==> src/rtl/uart_rx_fifo_pkg.sv <==
// Shared definitions for the UART receive FIFO: intake FSM encoding and default depth.
package uart_rx_fifo_pkg;

    localparam int UART_FIFO_DEPTH_LOG2 = 4;

    typedef enum logic [1:0] {
        IDLE   = 2'd0,
        ACK    = 2'd1,
        SETTLE = 2'd2
    } intake_state_t;

endpackage

==> src/rtl/uart_rx_fifo_sync_fifo8.sv <==
// Generic byte FIFO: push is ignored when full and pop when empty, both judged on the pre-edge count.
module sync_fifo8 #(
    parameter int DEPTH_LOG2 = 4
) (
    input  logic                  clk,
    input  logic                  reset,
    input  logic                  push,
    input  logic [7:0]            push_data,
    input  logic                  pop,
    output logic [7:0]            head,
    output logic                  full,
    output logic                  empty,
    output logic [DEPTH_LOG2:0]   count
);

    localparam int DEPTH = 1 << DEPTH_LOG2;
    localparam logic [DEPTH_LOG2-1:0] PTR_ONE   = 1;
    localparam logic [DEPTH_LOG2:0]   COUNT_ONE = 1;
    localparam logic [DEPTH_LOG2:0]   COUNT_MAX = DEPTH[DEPTH_LOG2:0];

    logic [7:0]            mem [DEPTH];
    logic [DEPTH_LOG2-1:0] wr_ptr;
    logic [DEPTH_LOG2-1:0] rd_ptr;
    logic                  push_ok;
    logic                  pop_ok;

    assign full    = (count == COUNT_MAX);
    assign empty   = (count == '0);
    assign push_ok = push & ~full;
    assign pop_ok  = pop & ~empty;
    assign head    = mem[rd_ptr];

    // Storage is deliberately not reset.
    always_ff @(posedge clk) begin
        if (push_ok) begin
            mem[wr_ptr] <= push_data;
        end
    end

    always_ff @(posedge clk or posedge reset) begin
        if (reset) begin
            wr_ptr <= '0;
            rd_ptr <= '0;
            count  <= '0;
        end else begin
            if (push_ok) begin
                wr_ptr <= wr_ptr + PTR_ONE;
            end
            if (pop_ok) begin
                rd_ptr <= rd_ptr + PTR_ONE;
            end
            case ({push_ok, pop_ok})
                2'b10:   count <= count + COUNT_ONE;
                2'b01:   count <= count - COUNT_ONE;
                default: count <= count;
            endcase
        end
    end

endmodule

==> src/rtl/uart_rx_fifo.sv <==
// Drains bytes from the buart receiver into a FIFO read by the CPU; flags bytes dropped when full.
module uart_rx_fifo
    import uart_rx_fifo_pkg::*;
#(
    parameter int DEPTH_LOG2 = UART_FIFO_DEPTH_LOG2
) (
    input  logic                  clk,
    input  logic                  reset,
    input  logic                  uart_valid,
    input  logic [7:0]            uart_data,
    output logic                  uart_rd,
    input  logic                  cpu_rd,
    output logic [7:0]            cpu_data,
    output logic                  cpu_valid,
    output logic [DEPTH_LOG2:0]   level,
    output logic                  overflow,
    input  logic                  clr_overflow,
    output intake_state_t         intake_state
);

    intake_state_t state;
    intake_state_t state_next;
    logic [7:0]    byte_q;
    logic          push;
    logic          fifo_full;
    logic          fifo_empty;

    // Handshake: buart holds uart_valid/uart_data until it sees the one-cycle
    // uart_rd pulse; the SETTLE cycle gives it time to drop uart_valid.
    always_ff @(posedge clk or posedge reset) begin
        if (reset) begin
            state <= IDLE;
        end else begin
            state <= state_next;
        end
    end

    always_comb begin
        state_next = state;
        case (state)
            IDLE:    if (uart_valid) state_next = ACK;
            ACK:     state_next = SETTLE;
            SETTLE:  state_next = IDLE;
            default: state_next = IDLE;
        endcase
    end

    // uart_rd is a flop tracking the ACK state so it is glitch-free and drops on reset.
    always_ff @(posedge clk or posedge reset) begin
        if (reset) begin
            uart_rd <= 1'b0;
            byte_q  <= '0;
        end else begin
            uart_rd <= (state_next == ACK);
            if (state == IDLE && uart_valid) begin
                byte_q <= uart_data;
            end
        end
    end

    assign push = (state == ACK);

    // Clear wins over a same-cycle drop.
    always_ff @(posedge clk or posedge reset) begin
        if (reset) begin
            overflow <= 1'b0;
        end else if (clr_overflow) begin
            overflow <= 1'b0;
        end else if (push && fifo_full) begin
            overflow <= 1'b1;
        end
    end

    sync_fifo8 #(
        .DEPTH_LOG2 (DEPTH_LOG2)
    ) u_fifo (
        .clk       (clk),
        .reset     (reset),
        .push      (push),
        .push_data (byte_q),
        .pop       (cpu_rd),
        .head      (cpu_data),
        .full      (fifo_full),
        .empty     (fifo_empty),
        .count     (level)
    );

    assign cpu_valid    = ~fifo_empty;
    assign intake_state = state;

endmodule

==> config.mk <==
export PLATFORM = sky130hd
export DESIGN_NAME = uart_rx_fifo
export DESIGN_NICKNAME = d
export VERILOG_FILES = /design/src/rtl/uart_rx_fifo_pkg.sv /design/src/rtl/uart_rx_fifo_sync_fifo8.sv /design/src/rtl/uart_rx_fifo.sv
export SDC_FILE = /design/constraint.sdc
export NUM_CORES = 1
export LEC_CHECK = 0
export CORE_MARGIN = 1
export CORE_UTILIZATION = 31
export CTS_CLUSTER_DIAMETER = 80
export CTS_CLUSTER_SIZE = 20
export DETAILED_ROUTE_END_ITERATION = 7
export SKIP_CTS_REPAIR_TIMING = 1
export SLEW_MARGIN = 20
export SYNTH_ARGS = -nofsm -noshare
export SYNTH_HDL_FRONTEND = slang
export SYNTH_SLANG_ARGS = --single-unit
export TNS_END_PERCENT = 20
==> constraint.sdc <==
create_clock -name clk -period 2.9 [get_ports clk]
set_clock_uncertainty 0.15 [all_clocks]
set_input_delay 0.29 -clock clk [delete_from_list [all_inputs] [get_ports clk]]
set_output_delay 0.29 -clock clk [all_outputs]
set_load 0.005 [all_outputs]
; ---- After elaboration in Yosys (flattened, before gate mapping)
; Memories as Yosys holds them, arrays and structs flattened.
; Cells that the tools add are included.
[word_totals]
reg_bits = 25
latchBits = 0
ram_bits = 128
rom_bits = 0
in_bits = 13
out_inout_bits = 18
word_cells = 34
mem_count = 1
[classes]
n_addsub = 4
multipliers = 0
div = 0
n_lt_le_gt_ge = 0
eq_ne = 5
shifts = 0
muxes = 7
bitwise_logic = 4
n_reduce_logical = 6
[memory_table]
columns = name, words, word_bits, rd, rd_clocked_by_memory_dff, wr, line_no
row1 = u_fifo.mem, 16, 8, 1, 0, 1, uart_rx_fifo_sync_fifo8.sv:21  ; logic [7:0] mem [DEPTH];
[ops]
columns = cell, n
row1 = $pmux 5 s2, 1
row2 = $add 4x1->4 const B, 2
row3 = $eq 2x1->1 const B, 3
row4 = $add 5x1->5 const B, 1
row5 = $eq 5x5->1 const B, 1
row6 = $logic_not 5->1, 1
row7 = $sub 5x1->5 const B, 1
row8 = $mux 1, 4
row9 = $pmux 2 s2, 1
row10 = $reduce_bool 2->1, 2
row11 = $and 1x1->1, 2
row12 = $eq 2x2->1 const B, 1
row13 = $logic_and 1x1->1, 2
row14 = $logic_not 2->1, 1
row15 = $mux 2, 1
row16 = $not 1->1, 2

; ---- Logic depth before layout (Yosys ltp)
; Gate-level depths: netlist (run 1).
[logic_depth]
word_depth = 5
ltp_mapped = 12
ltp_nobuf = 11

; ---- Modules after synthesis
; A second synthesis (run 1) with hierarchy kept.
[unflattened]
cells_unflattened = 362
area_unflattened_um2 = 6241.0
[by_module_without_submodules]
columns = module, instances, cells_per_inst, area_each_um2, seq_area_each_um2
row1 = sync_fifo8, 1, 333, 5789.3, 4169.0
row2 = uart_rx_fifo, 1, 29, 451.7, 300.3

; ---- Worst setup path before layout (run 1)
; OpenSTA, ideal clock, no wires.
[synth_timing]
kind = register to register
start = reg u_fifo.count[1]
end = reg u_fifo.count[4]
setup_ps = 126
arrival_ps = 2563
slack_ps = 61
stages_incl_launch_ff = 12
path_buffers = 1
synth_period_minus_slack_ps = 2839
cell_sequence = dfrtp_1 -> nor4_4 -> nand2b_2 -> and2_4 -> buf_6 -> ha_1 -> ha_1 -> nor2b_1 -> o21ai_0 -> a21oi_1 -> or3b_1 -> xnor2_1
[synth_between]
elab_chain_cells = 5
elab_cells_between_ends = 12
cone_classes = 2 x add/sub / 3 x eq/ne / 1 x mux / 4 x bitwise / 2 x reduce/logical
[synth_rtl]
columns = item, line_no
row1 = start: declaration, uart_rx_fifo_sync_fifo8.sv:13  ; output logic [DEPTH_LOG2:0] count
row2 = start signal: assignment, uart_rx_fifo_sync_fifo8.sv:53  ; 2'b10: count <= count + COUNT_ONE;
row3 = start signal: assignment, uart_rx_fifo_sync_fifo8.sv:54  ; 2'b01: count <= count - COUNT_ONE;
row4 = start signal: assignment, uart_rx_fifo_sync_fifo8.sv:55  ; default: count <= count;
row5 = $logic_not 5->1 (*), uart_rx_fifo_sync_fifo8.sv:28  ; assign empty = (count == '0);
row6 = $not 1->1 (*), n/a
row7 = via cpu_valid, uart_rx_fifo.sv:14  ; output logic cpu_valid,
row8 = $and 1x1->1 (*), uart_rx_fifo_sync_fifo8.sv:30  ; assign pop_ok = pop & ~empty;
row9 = via u_fifo.pop_ok, uart_rx_fifo_sync_fifo8.sv:25  ; logic pop_ok;
row10 = $eq 2x1->1 / $eq 2x2->1 (equally long branches), uart_rx_fifo_sync_fifo8.sv:52  ; case ({push_ok, pop_ok})
row11 = $pmux 5 s2 / $reduce_bool 2->1 (equally long branches), n/a
; The timed path passes the listed nets; every way through them passes the cells marked *.
; A chain may end at the register's enable or synchronous reset.

; ---- Final worst setup path (run 1)
[layout_timing]
start = reg u_fifo.rd_ptr[0]
end = out cpu_data[7]
[layout_between]
elab_chain_cells = 1
[layout_rtl]
columns = item, line_no
row1 = start: declaration, uart_rx_fifo_sync_fifo8.sv:23  ; logic [DEPTH_LOG2-1:0] rd_ptr;
row2 = start signal: assignment, uart_rx_fifo_sync_fifo8.sv:50  ; rd_ptr <= rd_ptr + PTR_ONE;
row3 = $mem_v2 16x8, n/a
row4 = end: declaration, uart_rx_fifo.sv:13  ; output logic [7:0] cpu_data,
; Every way passes these cells.

==> results.toml, run 1 <==
[run_status]
outcome = "completed"

[clocking]
cts_tree = "done"
cts_buffers = 17
cts.sinks = 153
clock_latency_ns = 0.41
cts_max_level = 4
clockBufferDepth = 2
cts.reportedPaths.clkPinSlew_ns = 0.06
ctsRootBufferMaster = "clkbuf_16"

[timing]
rsz0062_at_grt = "true"
drv_slew = 0
finalHoldViolations = 0
fin_ws_ns = 0.0803
fmax_mhz = 355
setup_violations = 0
relSlewSlack_pct = 38.2
setup_tns_ns = 0
tightest_slew_ns = 0.921
finalCritPeriodShare_pct = 97.2
min_period_ns = 2.82

[placement]
dp_hpwl_um = 8210
place_congestion = 0.768
dp_slack_ns = -0.0573
placed_area_sq_um = 6840
numPortBuffers = 30

[logic_synthesis]
ys_seq_area_share_pct = 71.7
synth.largest_area_cell = "edfxtp_1"
synth.area.top_cells = "edfxtp_1 (62%), dfrtp_1 (10%), mux4_2 (5.8%)"
synth_top_cell_area_share_pct = 61.6
ys_types = 37
synthCells = 353
ys.warnings.count = 0
syn_area_sq_um = 6240
synth_nets = 376
ys_ff_latch = 153
avgSynthCellArea_sq_um = 17.7

[layout]
fin_util_pct = 38.7
antennaDiodeCount = 0
final_cell_mix = "edfxtp_1 (128), clkdlybuf4s50_1 (28), mux2i_1 (25)"
fin_nets = 420
design_area_sq_um = 7580
final_common_cell = "edfxtp_1"
syn2layout_area_growth_pct = 21.6
final.fill_count = 1785
drive_above_1_share_pct = 23.7

[run]
maxCapViolations = 0

[critical_path]
critPathTopFamily = "buffers and inverters"
cp_max_fo = 15
start_kind = "flip-flop"
r2r_start = "u_fifo.count[2]"
crit_slowest_cell = "clkdlybuf4s50_1"
crit_chain = "buf_4 > clkbuf_16 > mux2i_1 > a221oi_2 > o21ai_0 > nand2_1 > clkdlybuf4s50_1"
crit_arrival_ns = 2.38
rr_worst_depth = 10
r2r_slack_ns = 0.12
critical-path-max-stage-delay_ns = 0.51
worstSetupPathType = "flip-flop to output pin"
worstSetupEndpointType = "output pin"
crit_required_ns = 2.46
r2r-end = "u_fifo.count[4]"
path_buf_inv = 3

[route]
wl_per_cell_um = 19.0
drtIter0Drc = 196
drcViolationCount = 0
final_antenna_net_count = 0
drt_first_pass_iters = 4
avgViaCountPerCell = 4.69
wirelength_um = 12800
vias = 3164

[power_and_ir_drop]
ir_drop_mv = 0.436
power.total_w = 0.00775
pwr_density_cell_nw_per_um2 = 1020
leakagePower_nw = 2.63

[global_route]
grt_pass1_vias = 3347
gr-total-overflow = 0
grt_usage_pct = 13.5
antenna_found_initial = 0
grt_pass1_wl_um = 19900
grt_max_degree = 32

[floorplanning]
placementRows = 51
die_width_um = 144
die_h_um = 144
initial_core_util_pct = 31.8
die-area_sq_um = 20700
core_area_sq_um = 19600
ios = 31

[worst_hold_path]
hold_path_class = "primary input to async pin"
-- per-stage QoR --
stage,instances,hold slack (ns)
after global placement,641,0.312
after floorplan,353,0.167
final,675,0.130
after detailed placement,641,0.325
after CTS,673,0.254
after global routing,675,0.208
-- cells in the mapped netlist --
cell type and instances:
xnor2_1 7, buf_2 4, nor3b_2 1, and3_1 1, fa_1 1, dfrtp_1 25
mux4_2 16, clkbuf_1 5, and2_4 1, xor2_1 3, a21o_2 1, mux2_4 1
and2_1 17, or3b_1 1, a22oi_1 8, a21boi_2 1, buf_4 3, nor4_4 1
o21ai_0 20, a21oi_1 10, nand3_1 2, nor3_2 1, buf_6 4, nand2_1 15
nor2_1 2, a221oi_1 8, a31oi_1 1, inv_1 8, nand2b_2 1, ha_1 9
edfxtp_1 128, mux2i_1 25, mux2_2 16, and2b_1 1, nor3b_1 2, nor2b_1 2
nand4_1 1
-- power breakdown --
group	leakage, nW	internal [W]	switching (W)
Clock	0.282	0.00144	0.000843
Combinational	0.898	0.00120	0.00115
Sequential	1.45	0.00274	0.000367
Total	2.63	0.00538	0.00236
-- final cells by class --
class                   count  area [sq um]  area share, %
multi-input cells         176          1710           22.5
repair buffers             41           430           5.67
flip-flops and latches    153          4470           59.0
clock inverters            11           171           2.26
clock buffers              21           440           5.81
well taps                 265           332           4.37
inverters                   8          30.0          0.396
-- metal layers --
layer	vias to the layer above	part of all wire [%]	track usage, %
li1	1455	-	-
met2	46	53	23.5
met3	13	2.9	2.33
met5	-	0	0
met1	1650	42	16.6
met4	0	1.6	5.38
-- how the worst max path moves through the flow --
| stage | startpoint | to | slack, ns | depth (start not counted) |
|---|---|---|---|---|
| 2_1_floorplan | u_fifo.count[1] | u_fifo.count[4] | 0.06 | 11 |
| 3_3_place_gp | u_fifo.count[1] | u_fifo.count[4] | 0.09 | 10 |
| 3_5_place_dp | u_fifo.count[1] | u_fifo.count[4] | -0.06 | 10 |
| 4_1_cts | u_fifo.rd_ptr[1] | cpu_data[0] | -0.28 | 6 |
| 5_1_grt | u_fifo.rd_ptr[0] | cpu_data[7] | -0.04 | 7 |
| 6_report | u_fifo.rd_ptr[0] | cpu_data[7] | 0.08 | 7 |
-- state kept, by name, summed over array words and instances (netlist names) --
| name | cells |
|---|---|
| byte_q | 8 |
| intake_state | 2 |
| overflow | 1 |
| u_fifo.count | 5 |
| u_fifo.mem | 128 |
| u_fifo.rd_ptr | 4 |
| u_fifo.wr_ptr | 4 |
| uart_rd | 1 |
-- cells by family (layout without fill, tap and decap cells) --
| family | after synthesis | in the layout | share of synthesized area [%] |
|---|---|---|---|
| muxes | 58 | 58 | 12.9 |
| and+or+nand+nor | 49 | 49 | 4.78 |
| buffers and inverters | 24 | 81 | 2.19 |
| adders and majority gates | 10 | 10 | 2.13 |
| DFF | 153 | 153 | 71.7 |
| AOI/OAI and AO/OA | 49 | 49 | 4.92 |
| xor gates and xnor gates | 10 | 10 | 1.40 |
(Power assumes the default switching activity.)
==> inputs of run 2 (changes only) <==
--- a/config.mk
+++ b/config.mk
@@ -10,6 +10,8 @@
 export CTS_CLUSTER_DIAMETER = 80
 export CTS_CLUSTER_SIZE = 20
 export DETAILED_ROUTE_END_ITERATION = 7
+export GPL_TIMING_DRIVEN = 0
+export HOLD_SLACK_MARGIN = 0.02
 export SKIP_CTS_REPAIR_TIMING = 1
 export SLEW_MARGIN = 20
 export SYNTH_ARGS = -nofsm -noshare
==> run 2 against run 1 <==
  * Core utilization up 0.90 points
  * Non-clock buffer count up 6
  * Worst setup slack worse by 0.029 ns
  * Largest power group unchanged
  * Via count up 1.1%
  * Wire length down 0.36%
  * Largest cell class unchanged
  * Sequential power about the same
  * Fmax down 1.0%
  * Die area unchanged
  * Sequential share of layout area down 1.4 points
==> results.toml, run 2 (synthesis results as in run 1) <==
[global_route]
grt_pass1_vias = 3244
grt_usage_pct = 13.6
gr-total-overflow = 0
grt_pass1_wl_um = 19500
antenna_found_initial = 0
grt_max_degree = 26

[route]
wirelength_um = 12800
final_antenna_net_count = 0
wl_per_cell_um = 18.8
drcViolationCount = 0
drtIter0Drc = 167
vias = 3200
drt_first_pass_iters = 4
avgViaCountPerCell = 4.70

[layout]
final_cell_mix = "edfxtp_1 (128), clkdlybuf4s50_1 (25), dfrtp_1 (23)"
final.fill_count = 1776
fin_nets = 426
antennaDiodeCount = 0
reg.largest.list = "u_fifo.mem (128), byte_q (8), u_fifo.count (5)"
syn2layout_area_growth_pct = 24.5
max_flop_register = "u_fifo.mem"
drive_above_1_share_pct = 28.4
final_common_cell = "edfxtp_1"
largest_register_ffs = 128

[timing]
fmax_mhz = 351
finalCritPeriodShare_pct = 98.2
tightest_slew_ns = 0.957
min_period_ns = 2.85
drv_slew = 0
setup_tns_ns = 0
finalHoldViolations = 0
relSlewSlack_pct = 35.8
setup_violations = 0
rsz0062_at_grt = "true"
fin_ws_ns = 0.0517

[critical_path]
r2r-end = "u_fifo.count[4]"
start_kind = "flip-flop"
crit_arrival_ns = 2.41
rr_worst_depth = 11
r2r_slack_ns = 0.10
worstSetupEndpointType = "output pin"
crit_required_ns = 2.46
cp_max_fo = 10
r2r_start = "u_fifo.count[2]"
worstSetupPathType = "flip-flop to output pin"

[floorplanning]
die-area_sq_um = 20700
die_h_um = 144
placementRows = 51
initial_core_util_pct = 31.8
core_area_sq_um = 19600
ios = 31
die_width_um = 144

[placement]
dp_hpwl_um = 8320
numPortBuffers = 30
place_congestion = 0.723
dp_slack_ns = -0.135

[clocking]
clockBufferDepth = 2
cts_tree = "done"
cts.sinks = 153
ctsRootBufferMaster = "clkbuf_16"
cts_buffers = 17
clock_latency_ns = 0.42
cts.reportedPaths.clkPinSlew_ns = 0.06
cts_max_level = 4

[power_and_ir_drop]
pwr_density_cell_nw_per_um2 = 1020
leakagePower_nw = 2.69
ir_drop_mv = 0.516

[run]
maxCapViolations = 0

[run_status]
outcome = "completed"

[worst_hold_path]
hold_path_class = "primary input to async pin"
==> run 2: layout make-up <==
class	count	area, sq um	area share [%]
Multi-Input combinational cell	176	1830	23.6
Sequential cell	153	4470	57.6
Tap cell	265	332	4.27
Timing Repair Buffer	32	328	4.22
Buffer	15	164	2.11
Inverter	8	30.0	0.387
Clock inverter	14	173	2.22
Clock buffer	18	429	5.53
==> run 2: metrics by stage <==
stage / util [%] / total power, W / cells / cell area (sq um) / hold slack, ns
global placement: 35.1 / 0.00533 / 648 / 6870 / 0.308
floorplan: - / 0.00441 / 353 / 6240 / 0.167
detailed placement: 35.1 / 0.00539 / 648 / 6870 / 0.332
finish: 39.6 / 0.00794 / 681 / 7760 / 0.128
global route: 39.6 / 0.00833 / 681 / 7760 / 0.177
CTS: 38.1 / 0.00762 / 680 / 7470 / 0.239
==> run 2: metal layers <==
layer  GRT usage (%)  part of all wire (%)  wire length (um)  vias up
met1            17.5                    44              5630     1657
met2            22.1                    51              6530       55
met3            2.90                   3.3               418       17
met4            5.54                   1.6               201        0
met5               0                     0                 0        -
li1                -                     -                 -     1471
==> run 2: critical path: stages, from the launching register on <==
cell,delay [ns]
dfrtp_1,0.36
buf_6,0.15
buf_12,0.15
mux4_2,0.54
a22oi_1,0.21
nand2_1,0.11
clkdlybuf4s50_1,0.46
==> run 2: report_power, final <==
part	switching [W]	total [W]	internal, W
clock	0.000873	0.00223	0.00136
combinational	0.00131	0.00264	0.00133
sequential	0.000328	0.00307	0.00274
==> run 2: how the worst max path moves through the flow <==
stage                                 end  slack (ns)             start  cells past startpoint
after global routing          cpu_data[6]       -0.03  u_fifo.rd_ptr[2]                      7
after detailed placement  u_fifo.count[4]       -0.13   intake_state[1]                     10
final                         cpu_data[0]        0.05  u_fifo.rd_ptr[0]                      6
after CTS                     cpu_data[7]       -0.39  u_fifo.rd_ptr[1]                      7
after floorplan           u_fifo.count[4]        0.06   u_fifo.count[1]                     11
after global placement    u_fifo.count[4]        -0.1   intake_state[1]                     10
